===== config.mk =====
export PLATFORM = sky130hd
export DESIGN_NAME = frame_stream_source
export DESIGN_NICKNAME = d
export VERILOG_FILES = /design/src/rtl/frame_stream_pkg.sv /design/src/rtl/stream_fifo2.sv /design/src/rtl/frame_stream_source.sv
export SDC_FILE = /design/constraint.sdc
export NUM_CORES = 1
export LEC_CHECK = 0
export ABC_AREA = 1
export BUFFER_PORTS_ARGS = -buffer_cell sky130_fd_sc_hd__buf_2
export CAP_MARGIN = 10
export CORE_ASPECT_RATIO = 1.25
export CORE_MARGIN = 2
export CORE_UTILIZATION = 55
export DETAILED_ROUTE_END_ITERATION = 10
export GPL_ROUTABILITY_DRIVEN = 0
export MAX_ROUTING_LAYER = met4
export PLACE_DENSITY = 0.75
export SYNTH_ARGS = -nofsm -noshare
export SYNTH_HDL_FRONTEND = slang
export SYNTH_SLANG_ARGS = --single-unit
export TNS_END_PERCENT = 50

===== constraint.sdc =====
create_clock -name clk -period 4.8 [get_ports clk]
set_input_delay 0.48 -clock clk [delete_from_list [all_inputs] [get_ports clk]]
set_output_delay 0.48 -clock clk [all_outputs]
set_load 0.005 [all_outputs]

===== src/rtl/frame_stream_pkg.sv =====
// Shared types for the frame stream source: FSM states, per-pixel tags and frame sizing.
package frame_stream_pkg;

    typedef enum logic [1:0] {
        IDLE  = 2'd0,
        FETCH = 2'd1,
        DRAIN = 2'd2
    } state_t;

    typedef struct packed {
        logic sof;
        logic eol;
        logic eof;
    } pix_tag_t;

    localparam int unsigned TAG_W = 3;

    function automatic int unsigned frame_pixels(input int unsigned width, input int unsigned height);
        return width * height;
    endfunction

endpackage


===== src/rtl/stream_fifo2.sv =====
// Two-entry first-word-fall-through FIFO; an incoming word into an empty FIFO is
// presented on the same cycle it is written, so a read-to-valid path costs no extra cycle.
module stream_fifo2 #(
    parameter int unsigned DW = 11
) (
    input  logic          clk,
    input  logic          rst,
    input  logic          wr_en,
    input  logic [DW-1:0] wr_data,
    input  logic          rd_en,
    output logic          valid,
    output logic [DW-1:0] rd_data,
    output logic [1:0]    count
);

    logic [DW-1:0] mem [2];
    logic          wr_ptr;
    logic          rd_ptr;
    logic          empty;
    logic          pop;
    logic          pop_mem;
    logic          push_mem;

    assign empty    = (count == 2'd0);
    assign valid    = !empty || wr_en;
    assign pop      = rd_en && valid;
    assign pop_mem  = pop && !empty;
    // A word popped on arrival into an empty FIFO is never stored.
    assign push_mem = wr_en && !(pop && empty);

    always_comb begin
        rd_data = '0;
        if (!empty) begin
            rd_data = mem[rd_ptr];
        end else if (wr_en) begin
            rd_data = wr_data;
        end
    end

    always_ff @(posedge clk) begin
        if (push_mem) begin
            mem[wr_ptr] <= wr_data;
        end
    end

    always_ff @(posedge clk) begin
        if (rst) begin
            count  <= 2'd0;
            wr_ptr <= 1'b0;
            rd_ptr <= 1'b0;
        end else begin
            if (push_mem) begin
                wr_ptr <= ~wr_ptr;
            end
            if (pop_mem) begin
                rd_ptr <= ~rd_ptr;
            end
            count <= count + 2'(push_mem) - 2'(pop_mem);
        end
    end

endmodule


===== src/rtl/frame_stream_source.sv =====
// Replays a stored greyscale frame from a synchronous image RAM as a tagged
// valid/ready pixel stream, optionally looping frame after frame.
module frame_stream_source
    import frame_stream_pkg::*;
#(
    parameter int unsigned IMG_WIDTH  = 640,
    parameter int unsigned IMG_HEIGHT = 480,
    parameter int unsigned W          = 8,
    parameter int unsigned ADDR_W     = $clog2(IMG_WIDTH * IMG_HEIGHT)
) (
    input  logic              clk,
    input  logic              rst,
    input  logic              start,
    input  logic              loop_en,
    output logic              busy,
    output logic              frame_done,
    output logic [15:0]       frame_count,
    output logic              mem_rd_en,
    output logic [ADDR_W-1:0] mem_addr,
    input  logic [W-1:0]      mem_rd_data,
    output logic              x_valid,
    input  logic              x_ready,
    output logic [W-1:0]      x_data,
    output logic              x_sof,
    output logic              x_eol,
    output logic              x_eof
);

    localparam int unsigned COL_W        = (IMG_WIDTH > 1) ? $clog2(IMG_WIDTH) : 1;
    localparam int unsigned ROW_W        = (IMG_HEIGHT > 1) ? $clog2(IMG_HEIGHT) : 1;
    localparam int unsigned FW           = W + TAG_W;
    localparam int unsigned FRAME_PIXELS = frame_pixels(IMG_WIDTH, IMG_HEIGHT);
    localparam logic [COL_W-1:0]  LAST_COL  = COL_W'(IMG_WIDTH - 1);
    localparam logic [ROW_W-1:0]  LAST_ROW  = ROW_W'(IMG_HEIGHT - 1);
    localparam logic [ADDR_W-1:0] LAST_ADDR = ADDR_W'(FRAME_PIXELS - 1);

    state_t         state_q;
    logic [COL_W-1:0] col_q;
    logic [ROW_W-1:0] row_q;
    logic           rvalid_q;
    pix_tag_t       tag_q;
    pix_tag_t       issue_tag;
    pix_tag_t       out_tag;
    logic           issue_last;
    logic           room;
    logic           last_hs;
    logic           restart;
    logic [1:0]     fifo_count;
    logic [FW-1:0]  fifo_wr;
    logic [FW-1:0]  fifo_rd;

    // Tags for the address being issued, derived from the raster position.
    assign issue_tag.sof = (col_q == '0) && (row_q == '0);
    assign issue_tag.eol = (col_q == LAST_COL);
    assign issue_tag.eof = (col_q == LAST_COL) && (row_q == LAST_ROW);
    assign issue_last    = (mem_addr == LAST_ADDR);

    // At most two pixels held between the RAM output and the FIFO.
    assign room      = ({1'b0, fifo_count} + 3'(rvalid_q)) < 3'd2;
    assign last_hs   = x_valid && x_ready && x_eof;
    assign restart   = (state_q == DRAIN) && last_hs && loop_en;
    assign mem_rd_en = ((state_q == FETCH) || restart) && room;

    assign frame_done = last_hs;
    assign fifo_wr    = {tag_q, mem_rd_data};
    assign {out_tag, x_data} = fifo_rd;
    assign x_sof      = out_tag.sof;
    assign x_eol      = out_tag.eol;
    assign x_eof      = out_tag.eof;

    stream_fifo2 #(
        .DW(FW)
    ) u_fifo (
        .clk     (clk),
        .rst     (rst),
        .wr_en   (rvalid_q),
        .wr_data (fifo_wr),
        .rd_en   (x_ready),
        .valid   (x_valid),
        .rd_data (fifo_rd),
        .count   (fifo_count)
    );

    always_ff @(posedge clk) begin
        if (rst) begin
            state_q     <= IDLE;
            busy        <= 1'b0;
            mem_addr    <= '0;
            col_q       <= '0;
            row_q       <= '0;
            rvalid_q    <= 1'b0;
            tag_q       <= '0;
            frame_count <= 16'd0;
        end else begin
            rvalid_q <= mem_rd_en;
            if (mem_rd_en) begin
                tag_q <= issue_tag;
                // Wrapping on the last issue leaves the counters ready for a looped frame.
                if (issue_last) begin
                    mem_addr <= '0;
                    col_q    <= '0;
                    row_q    <= '0;
                end else begin
                    mem_addr <= mem_addr + ADDR_W'(1);
                    if (col_q == LAST_COL) begin
                        col_q <= '0;
                        row_q <= (row_q == LAST_ROW) ? '0 : row_q + ROW_W'(1);
                    end else begin
                        col_q <= col_q + COL_W'(1);
                    end
                end
            end
            if (last_hs) begin
                frame_count <= frame_count + 16'd1;
            end
            case (state_q)
                IDLE: begin
                    if (start) begin
                        state_q <= FETCH;
                        busy    <= 1'b1;
                    end
                end
                FETCH: begin
                    if (mem_rd_en && issue_last) begin
                        state_q <= DRAIN;
                    end
                end
                DRAIN: begin
                    if (last_hs) begin
                        if (!loop_en) begin
                            state_q <= IDLE;
                            busy    <= 1'b0;
                        end else if (!(mem_rd_en && issue_last)) begin
                            state_q <= FETCH;
                        end
                    end
                end
                default: begin
                    state_q <= IDLE;
                    busy    <= 1'b0;
                end
            endcase
        end
    end

endmodule


# Word level (Yosys, flattened, before mapping)
# Memory sizes are Yosys's and may differ from the RTL's. A register that Yosys moved wholly into a read port is not among the register bits.
# Index checks and enable logic that the tools add are counted.
[word_totals]
in_bits = 13
latch_bits = 0
mem_bits_rw = 22
memories = 1
romBits = 0
elab_cells = 80
reg_bits = 65
out_inout_bits = 50
[op_classes]
n_reduce_logical = 23
magnitude_cmp = 1
eq_ne = 10
div = 0
mul = 0
n_addsub = 7
n_mux = 22
bitwise_logic = 3
shift = 0
[memory_table]
columns = ["memory", "words", "word_bits", "read_ports", "rd_clocked_by_memory_dff", "wr", "line", "rtl"]
rows = [
  ["u_fifo.mem", 2, 11, 1, 1, 1, "stream_fifo2.sv:16", "logic [DW-1:0] mem [2];"],
]
[op_table]
columns = ["operator", "n"]
rows = [
  ["$mux W9", 3],
  ["$mux W11", 2],
  ["$mux W10", 2],
  ["$add A19 B1 Y19 const B", 1],
  ["$eq A19 B19 Y1 const B", 1],
  ["$mux W19", 1],
  ["$add A16 B1 Y16 const B", 1],
  ["$logic_and A1 B1 Y1", 11],
  ["$add A10 B1 Y10 const B", 1],
  ["$eq A10 B10 Y1 const B", 1],
  ["$logic_not A10 Y1", 1],
  ["$mux W2", 5],
  ["$add A9 B1 Y9 const B", 1],
  ["$eq A9 B9 Y1 const B", 1],
  ["$logic_not A9 Y1", 1],
  ["$reduce_and A4 Y1", 2],
  ["$mux W1", 7],
  ["$ne A2 B2 Y1 const B", 3],
  ["$pmux W2 S3", 1],
  ["$logic_not A2 Y1", 2],
  ["$add A2 B1 Y3", 1],
  ["$lt A3 B2 Y1 const B", 1],
  ["$ne A3 B3 Y1 const B", 1],
  ["$not A1 Y1", 3],
  ["other kinds (10)", 12],
]

# Logic depth before layout (Yosys ltp)
# Gate-level depths: netlist (run 1).
[logic_depth]
ltp_word = 14
ltp_mapped = 13
ltp_nobuf = 13

# Hierarchy
# Synthesis (run 1) repeated with hierarchy kept, for this count alone.
[unflattened]
hier_cells = 603
hier_area_um2 = 4481.8
[by_module_without_submodules]
columns = ["module", "seq_area_each_um2", "instances", "cells_each", "area_per_inst_um2"]
rows = [
  ["frame_stream_source", 1221.2, 1, 496, 3329.4],
  ["stream_fifo2", 760.7, 1, 107, 1152.4],
]

# Worst setup path after synthesis (run 1)
# Ideal clock, no wire load.
[synth_timing]
path_kind = "register -> register"
from = "register mem_addr[0]"
to = "register row_q[8]"
period_less_slack_ns = 1.802
path_slack_ns = 2.998
setup_ns = 0.117
n_path_buf = 0
t_arrival_ns = 1.685
path_stages_with_launch = 11
t_required_ns = 4.683
path_cell_list = "dfxtp_1 > ha_1 > inv_1 > nor2_4 > nand2_2 > nor3_4 > inv_4 > a21oi_4 > inv_2 > o21ai_0 > nor2_1"
[synth_between]
elab_chain_len = 3
elab_cells_between_ends = 4
classes_between = "eq/ne: 1; mux: 1; reduce/logical: 2"
[synth_lines]
columns = ["item", "line", "rtl"]
rows = [
  ["start, declared", "frame_stream_source.sv:19", "output logic [ADDR_W-1:0] mem_addr,"],
  ["start signal, assigned", "frame_stream_source.sv:104", "mem_addr <= mem_addr + ADDR_W'(1);"],
  ["$eq A19 B19 Y1 (*)", "frame_stream_source.sv:56", "assign issue_last = (mem_addr == LAST_ADDR);"],
  ["$reduce_bool A2 Y1 (no line)", "-", ""],
  ["$reduce_and A2 Y1 (no line)", "-", ""],
  ["end signal, assigned", "frame_stream_source.sv:107", "row_q <= (row_q == LAST_ROW) ? '0 : row_q + ROW_W'(1);"],
  ["end, declared", "frame_stream_source.sv:39", "logic [ROW_W-1:0] row_q;"],
]
# Mark *: on every way between the ends. The rest lies on a longest branch, timed or not.
# A chain may end at the register's enable or synchronous reset.

==> reports/qor.csv, run 1 <==
metric,value,unit
Die X,84.9,um
routed wire length,10100,um
sequential area share after synthesis,44.1,%
CTS buffer count,9,
first-pass GRT wire length,16800,um
share of layout cells above drive strength 1,16.5,%
Post-synth EDFFs,22,
Tot Pwr,1.67,mW
crit path launch type,flop,
Worst Path Required,4.32,ns
Worst-Margin Slew,0.963,ns
fin nets,671,
post-route setup TNS,0,ns
fillcell total,696,
largest net degree at the start of global routing,30,
TritonRoute pass-1 iters,5,
critical path's top delay family,simple AND/OR/NAND/NOR gates,
CTS tree,built,
Buf/Inv on CP,3,
Setup Skew,0.00811,ns
full die area,0.00891,sq mm
initial antenna violation count,0,
Max-slew headroom,35.5,%
Post-Place Setup Slack,1.96,ns
Switching Fraction,32.9,%
status,completed,
ys flop type,dfxtp_1,
detailed-route wire length per cell,13.5,um
clk buf depth,2,
total gr overflow,0,
Worst path slowest cell,dfxtp_1,
post-synth cell types,41,
pins over their slew limit,0,
antenna cell count,0,
clock power share,29.4,%
"Async S/R FF share, synth",0,%
htree depth,3,
Core ar.,0.00788,sq mm
root buf cell,clkbuf_8,
Gate power share,21.0,%
final hold violations,0,
VDD IR max,250,uV
Synth top area share,29.4,%
power density cells,334,mW/mm^2
# setup viols final,0,
DR vias/cell,5.49,
Post-CTS Setup Bufs,0,
Finished Core Util,63.4,%
Post-Syn Area,0.00449,sq mm
Detail Route Antenna Nets,0,
Setup crit end kind,primary output,
Setup CP Type,flop to primary output,
"Largest stage delay, worst path",0.43,ns
Initial DRC Count,220,
Final period util,67.6,%
Psw,0.549,mW
CP Data Arrival Time,2.77,ns
"most used cell, CP",nand3_1,
drt drc,0,
Pleak,2.05,nW
CTS Sinks,88,
crit-path max FO,24,
register share of total power,49.6,%
Seq cells post-synth,88,
Int Power,1.12,mW
Synthesized Nets,616,
Max-cap violations,0,
"Hold-fix buffers, CTS",0,
most instantiated cells after synthesis,"111 x nand2_1, 79 x nor2_1, 66 x dfxtp_1, 59 x inv_1, 46 x o21ai_0",
GR Util All Layers,23.6,%
Boundary Pins,63,
Reg area,0.00198,sq mm
worst setup margin,1.55,ns
synthesis-to-layout area growth,11.3,%
Gate Count Post-Synth,595,
Worst-path clk slew,0.09,ns
fmax,308,MHz
Die Y,105,um
Finished Layout Cells,750,
PostCTS Resize Cnt,0,
multi-input logic area,0.00215,sq mm
Starting Density,57.0,%
Rows,36,
synth top area cells,"dfxtp_1 29%, edfxtp_1 15%, nand2_1 9.3%",
RSZ-0062 raised after global routing,false,
crit path cell chain,"inv_1, nand2_1, nand3_1, nand3_1, nand2_2, nand2_4, inv_2, buf_2",
syn avg cell area,7.55,sq um
largest area contributor in the netlist,dfxtp_1,
YS warnings,0,
DPL Wire Length,7350,um
vias in the first global route,3792,
Period minus WS final,3.25,ns
"count leader, synth",nand2_1,
later-pin clock latency in the skew report,0.37,ns
Hold Path Class,primary input to flop,
via count,4115,
IO buf count,62,
Post-Place Cells,734,
==> placed cells by master, fill, tap and decap left out, types with 5 or more instances in the layout <==
cell type	netlist	layout
nor2_1	79	79
nor3b_1	5	5
buf_2	2	62
nor3_1	14	14
nor4_1	7	7
clkbuf_8	1	10
dfxtp_1	66	66
edfxtp_1	22	22
inv_1	59	59
xor2_1	10	10
nand2_2	6	6
nand4_1	24	24
nand3_1	40	40
nand2_1	111	111
o21ai_0	46	46
ha_1	8	8
a21oi_1	43	43
==> registers in the layout (all words and copies together), names as in the netlist, named ones only <==
register	count
mem_addr	19
row_q	9
rvalid_q	1
busy	1
fifo_wr	3
col_q	10
state_q	2
u_fifo.mem	22
u_fifo.count	2
u_fifo.wr_ptr	1
u_fifo.rd_ptr	1
frame_count	16
==> power by group through the flow <==
stage	clock (mW)	combinational, mW	sequential, mW
3_5_place_dp	0	0.351	0.845
6_report	0.491	0.350	0.829
2_1_floorplan	0	0.263	0.832
5_1_grt	0.524	0.401	0.833
4_1_cts	0.501	0.351	0.828
3_3_place_gp	0	0.338	0.843
==> path summary, 6_finish.rpt <==
| kind | slack [ns] | start | end | depth (start not counted) |
|---|---|---|---|---|
| hold / removal | 0.31 | mem_rd_data[0] | u_fifo.mem[1][0] | 1 |
| setup reg to reg | 1.91 | flop | mem_addr[14] | 12 |
| hold reg to reg | 0.46 | u_fifo.rd_ptr | u_fifo.rd_ptr | 1 |
| setup / recovery | 1.55 | flop | mem_rd_en | 8 |
==> worst reg2reg max path, delay by kind of cell, from the launching register on <==
| kind | cells | cell delay [ns] |
|---|---|---|
| simple gates | 8 | 1.52 |
| compound gates | 1 | 0.10 |
| buf+inv | 3 | 0.68 |
| flops | 1 | 0.54 |
==> cell type report <==
type                    count  area share, %
multi-input cells         424           43.1
flip-flops and latches     88           39.6
repair buffers             62           6.20
inverters                  65           4.98
clock buffers              10           2.75
well taps                  95           2.38
clock inverters             6           1.00
==> metrics by stage <==
step	hold slack, ns	cell area [sq um]
final	0.309	5000
after global routing	0.310	5000
after CTS	0.302	5000
after detailed placement	0.449	4810
after global placement	0.434	4810
after floorplan	0.425	4490
==> layer usage <==
metal | track usage (%) | routed length [um]
met2 | 37.2 | 5010
met4 | 12.0 | 226
met5 | - | 0
met1 | 29.3 | 4410
met3 | 3.63 | 497
==> logic make-up after synthesis <==
logic type,share of synthesized area [%]
AND/OR/NAND/NOR,31.6
AO/OA/AOI/OAI,11.7
flip-flops,44.1
buffers and inverters,7.99
XOR/XNOR,2.34
adder cells (fa/ha/maj),2.23
No activity file was read; power rests on OpenSTA's default activity.
==> run 2: changes to the inputs <==
ABC_AREA = 0   (was 1)
clock period = 3.33 ns   (was 4.8 ns; I/O delays follow)
==> run 2 against run 1 <==
Effect of this change: core utilization grew 0.43 points; first-iteration DRC count shrank 20%; non-clock buffer count rose by 6; setup slack worse by 0.72 ns; count of clock-buffer cells in the layout stayed put; sequential power rose by 46%; critical endpoint unchanged; largest cell class unchanged.
==> reports/qor.csv, run 2 <==
metric,value,unit,change
Synth top area share,31.8,%,+2.4 points
Post-Place Setup Slack,0.876,ns,-1.08 ns
drt drc,0,,unchanged
Rows,35,,-2.8%
power density cells,519,mW/mm^2,+55%
synthesis-to-layout area growth,13.3,%,
Hold Crit Depth,1,,unchanged
CTS tree,built,,
Pleak,1.74,nW,-15%
crit-path max FO,11,,-54%
vias in the first global route,3140,,-17%
Die X,81.7,um,-3.7%
Worst Path Required,3.00,ns,-1.32 ns
root buf cell,clkbuf_8,,
"Async S/R FF share, synth",0,%,unchanged
CP Data Arrival Time,2.16,ns,-0.61 ns
cell depth of the worst flop-to-flop path,6,,-6
antenna cell count,0,,unchanged
Hold Path Class,primary input to flop,,
final hold violations,0,,unchanged
PostCTS Resize Cnt,0,,unchanged
CTS buffer count,9,,unchanged
Final Instance Area,0.00470,sq mm,-6.0%
Gate Count Post-Synth,452,,-24%
DR vias/cell,5.87,,+7.0%
Setup Skew,0.0166,ns,+0.00845 ns
Finished Core Util,63.9,%,+0.43 points
Seq cells post-synth,88,,unchanged
Setup crit end kind,primary output,,
YS warnings,0,,unchanged
pins over their slew limit,0,,unchanged
htree depth,3,,unchanged
max reg flops,22,,unchanged
post-synth cell types,50,,+22%
synth top area cells,"dfxtp_1 32%, edfxtp_1 16%, a21oi_1 5.2%",,
full die area,0.00826,sq mm,-7.4%
Die Y,101,um,-3.8%
DPL Wire Length,5980,um,-19%
detailed-route wire length per cell,14.1,um,+4.5%
Period minus WS final,2.49,ns,
CTS Sinks,88,,unchanged
Core ar.,0.00736,sq mm,-6.7%
ys flop type,dfxtp_1,,
Tot Pwr,2.44,mW,+46%
Worst Hold Slack,0.190,ns,-0.119 ns
Setup CP Type,flop to primary output,,
clk buf depth,2,,unchanged
"commonest non-fill, non-tap cells in the layout","66 x dfxtp_1, 62 x buf_2, 43 x a21oi_1, 34 x nor2_1, 33 x nand3_1",,
Boundary Pins,63,,unchanged
fin nets,530,,-21%
GR Util All Layers,22.4,%,-1.2 points
Biggest register,u_fifo.mem,,
Final period util,74.9,%,
fmax,401,MHz,
post-route setup TNS,0,ns,unchanged
later-pin clock latency in the skew report,0.35,ns,-0.02 ns
"most common cell after layout, fill and taps aside",dfxtp_1,,
sequential area share after synthesis,47.8,%,+3.7 points
IO buf count,62,,unchanged
routed wire length,8570,um,-16%
"Hold-fix buffers, CTS",0,,unchanged
Max-cap violations,0,,unchanged
share of layout cells above drive strength 1,17.7,%,+1.2 points
DP Area,0.00452,sq mm,-6.1%
"count leader, synth",dfxtp_1,,
Post-Place Cells,590,,-20%
VDD IR max,353,uV,+41%
crit path launch type,flop,,
TritonRoute pass-1 iters,5,,unchanged
via count,3559,,-14%
Synthesized Nets,473,,-23%
largest net degree at the start of global routing,42,,+40%
Initial DRC Count,177,,-20%
Max-slew headroom,32.7,%,-2.8 points
total gr overflow,0,,unchanged
largest area contributor in the netlist,dfxtp_1,,
Finished Layout Cells,606,,-19%
Starting Density,56.4,%,-0.62 points
Post-CTS Setup Bufs,0,,unchanged
worst setup margin,0.835,ns,-0.719 ns
most instantiated cells after synthesis,"66 x dfxtp_1, 43 x a21oi_1, 34 x nor2_1, 33 x nand3_1, 30 x o21ai_0",,
RSZ-0062 raised after global routing,false,,
syn avg cell area,9.18,sq um,+22%
Detail Route Antenna Nets,0,,unchanged
Post-synth EDFFs,22,,unchanged
Worst-Margin Slew,1.00,ns,+0.0410 ns
initial antenna violation count,0,,unchanged
status,completed,,
# setup viols final,0,,unchanged
Post-Syn Area,0.00415,sq mm,-7.7%
Worst-path clk slew,0.09,ns,about the same
Largest regs,"u_fifo.mem (22), mem_addr (19), frame_count (16)",,
first-pass GRT wire length,14300,um,-15%
## run 2: cell count changes after synthesis, sizes merged, moves of 8 or more
cell	before	now
o21ai	48	32
mux2i	0	11
nor2	86	34
nand3	41	33
or4	0	13
nand2	118	26
inv	65	16
or3	0	19
nor3	17	4
o31ai	0	14
and3	1	10
## run 2: cells by family (layout without fill, tap and decap cells)
logic type	count (synthesis)	count (layout)	share of synthesized area (%)
multiplexers	12	12	2.93
adder cells (fa/ha/maj)	8	8	2.41
AO/OA/AOI/OAI	101	101	14.1
XOR/XNOR	20	20	4.22
buffers and inverters	38	100	3.89
flip-flops	88	88	47.8
AND/OR/NAND/NOR	185	185	24.7
## run 2: worst max-delay path: stages, from the launching register on
cell       delay (ns)
dfxtp_1          0.32
buf_4            0.22
mux2_2           0.39
a2bb2oi_2        0.27
o21a_1           0.21
inv_1            0.21
buf_2            0.20
## run 2: area by class of cell
type | instances | area, sq um
repair buffers | 68 | 355
well taps | 92 | 115
clock inverters | 6 | 53.8
clock buffers | 10 | 128
multi-input cells | 326 | 2010
inverters | 16 | 60.1
fillers | 645 | 2660
flip-flops and latches | 88 | 1980
## run 2: path summary, 6_finish.rpt
check,to,slack (ns),start
hold / removal,u_fifo.mem[1][4],0.19,mem_rd_data[4]
setup reg to reg,mem_addr[3],0.88,rvalid_q
hold reg to reg,busy,0.49,busy
setup / recovery,mem_rd_en,0.84,flop
## run 2: metal layers
layer	share of wire [%]	up-vias	track usage (%)	wire, um
met2	48	83	36.1	4140
met3	3.9	13	2.69	338
li1	-	1790	-	-
met5	0	-	-	0
met4	1.4	0	8.59	119
met1	46	1673	28.7	3970
## run 2: power breakdown
| group | internal, mW | switching (mW) |
|---|---|---|
| Sequential | 1.15 | 0.0538 |
| Clock | 0.283 | 0.401 |
| Combinational | 0.229 | 0.319 |
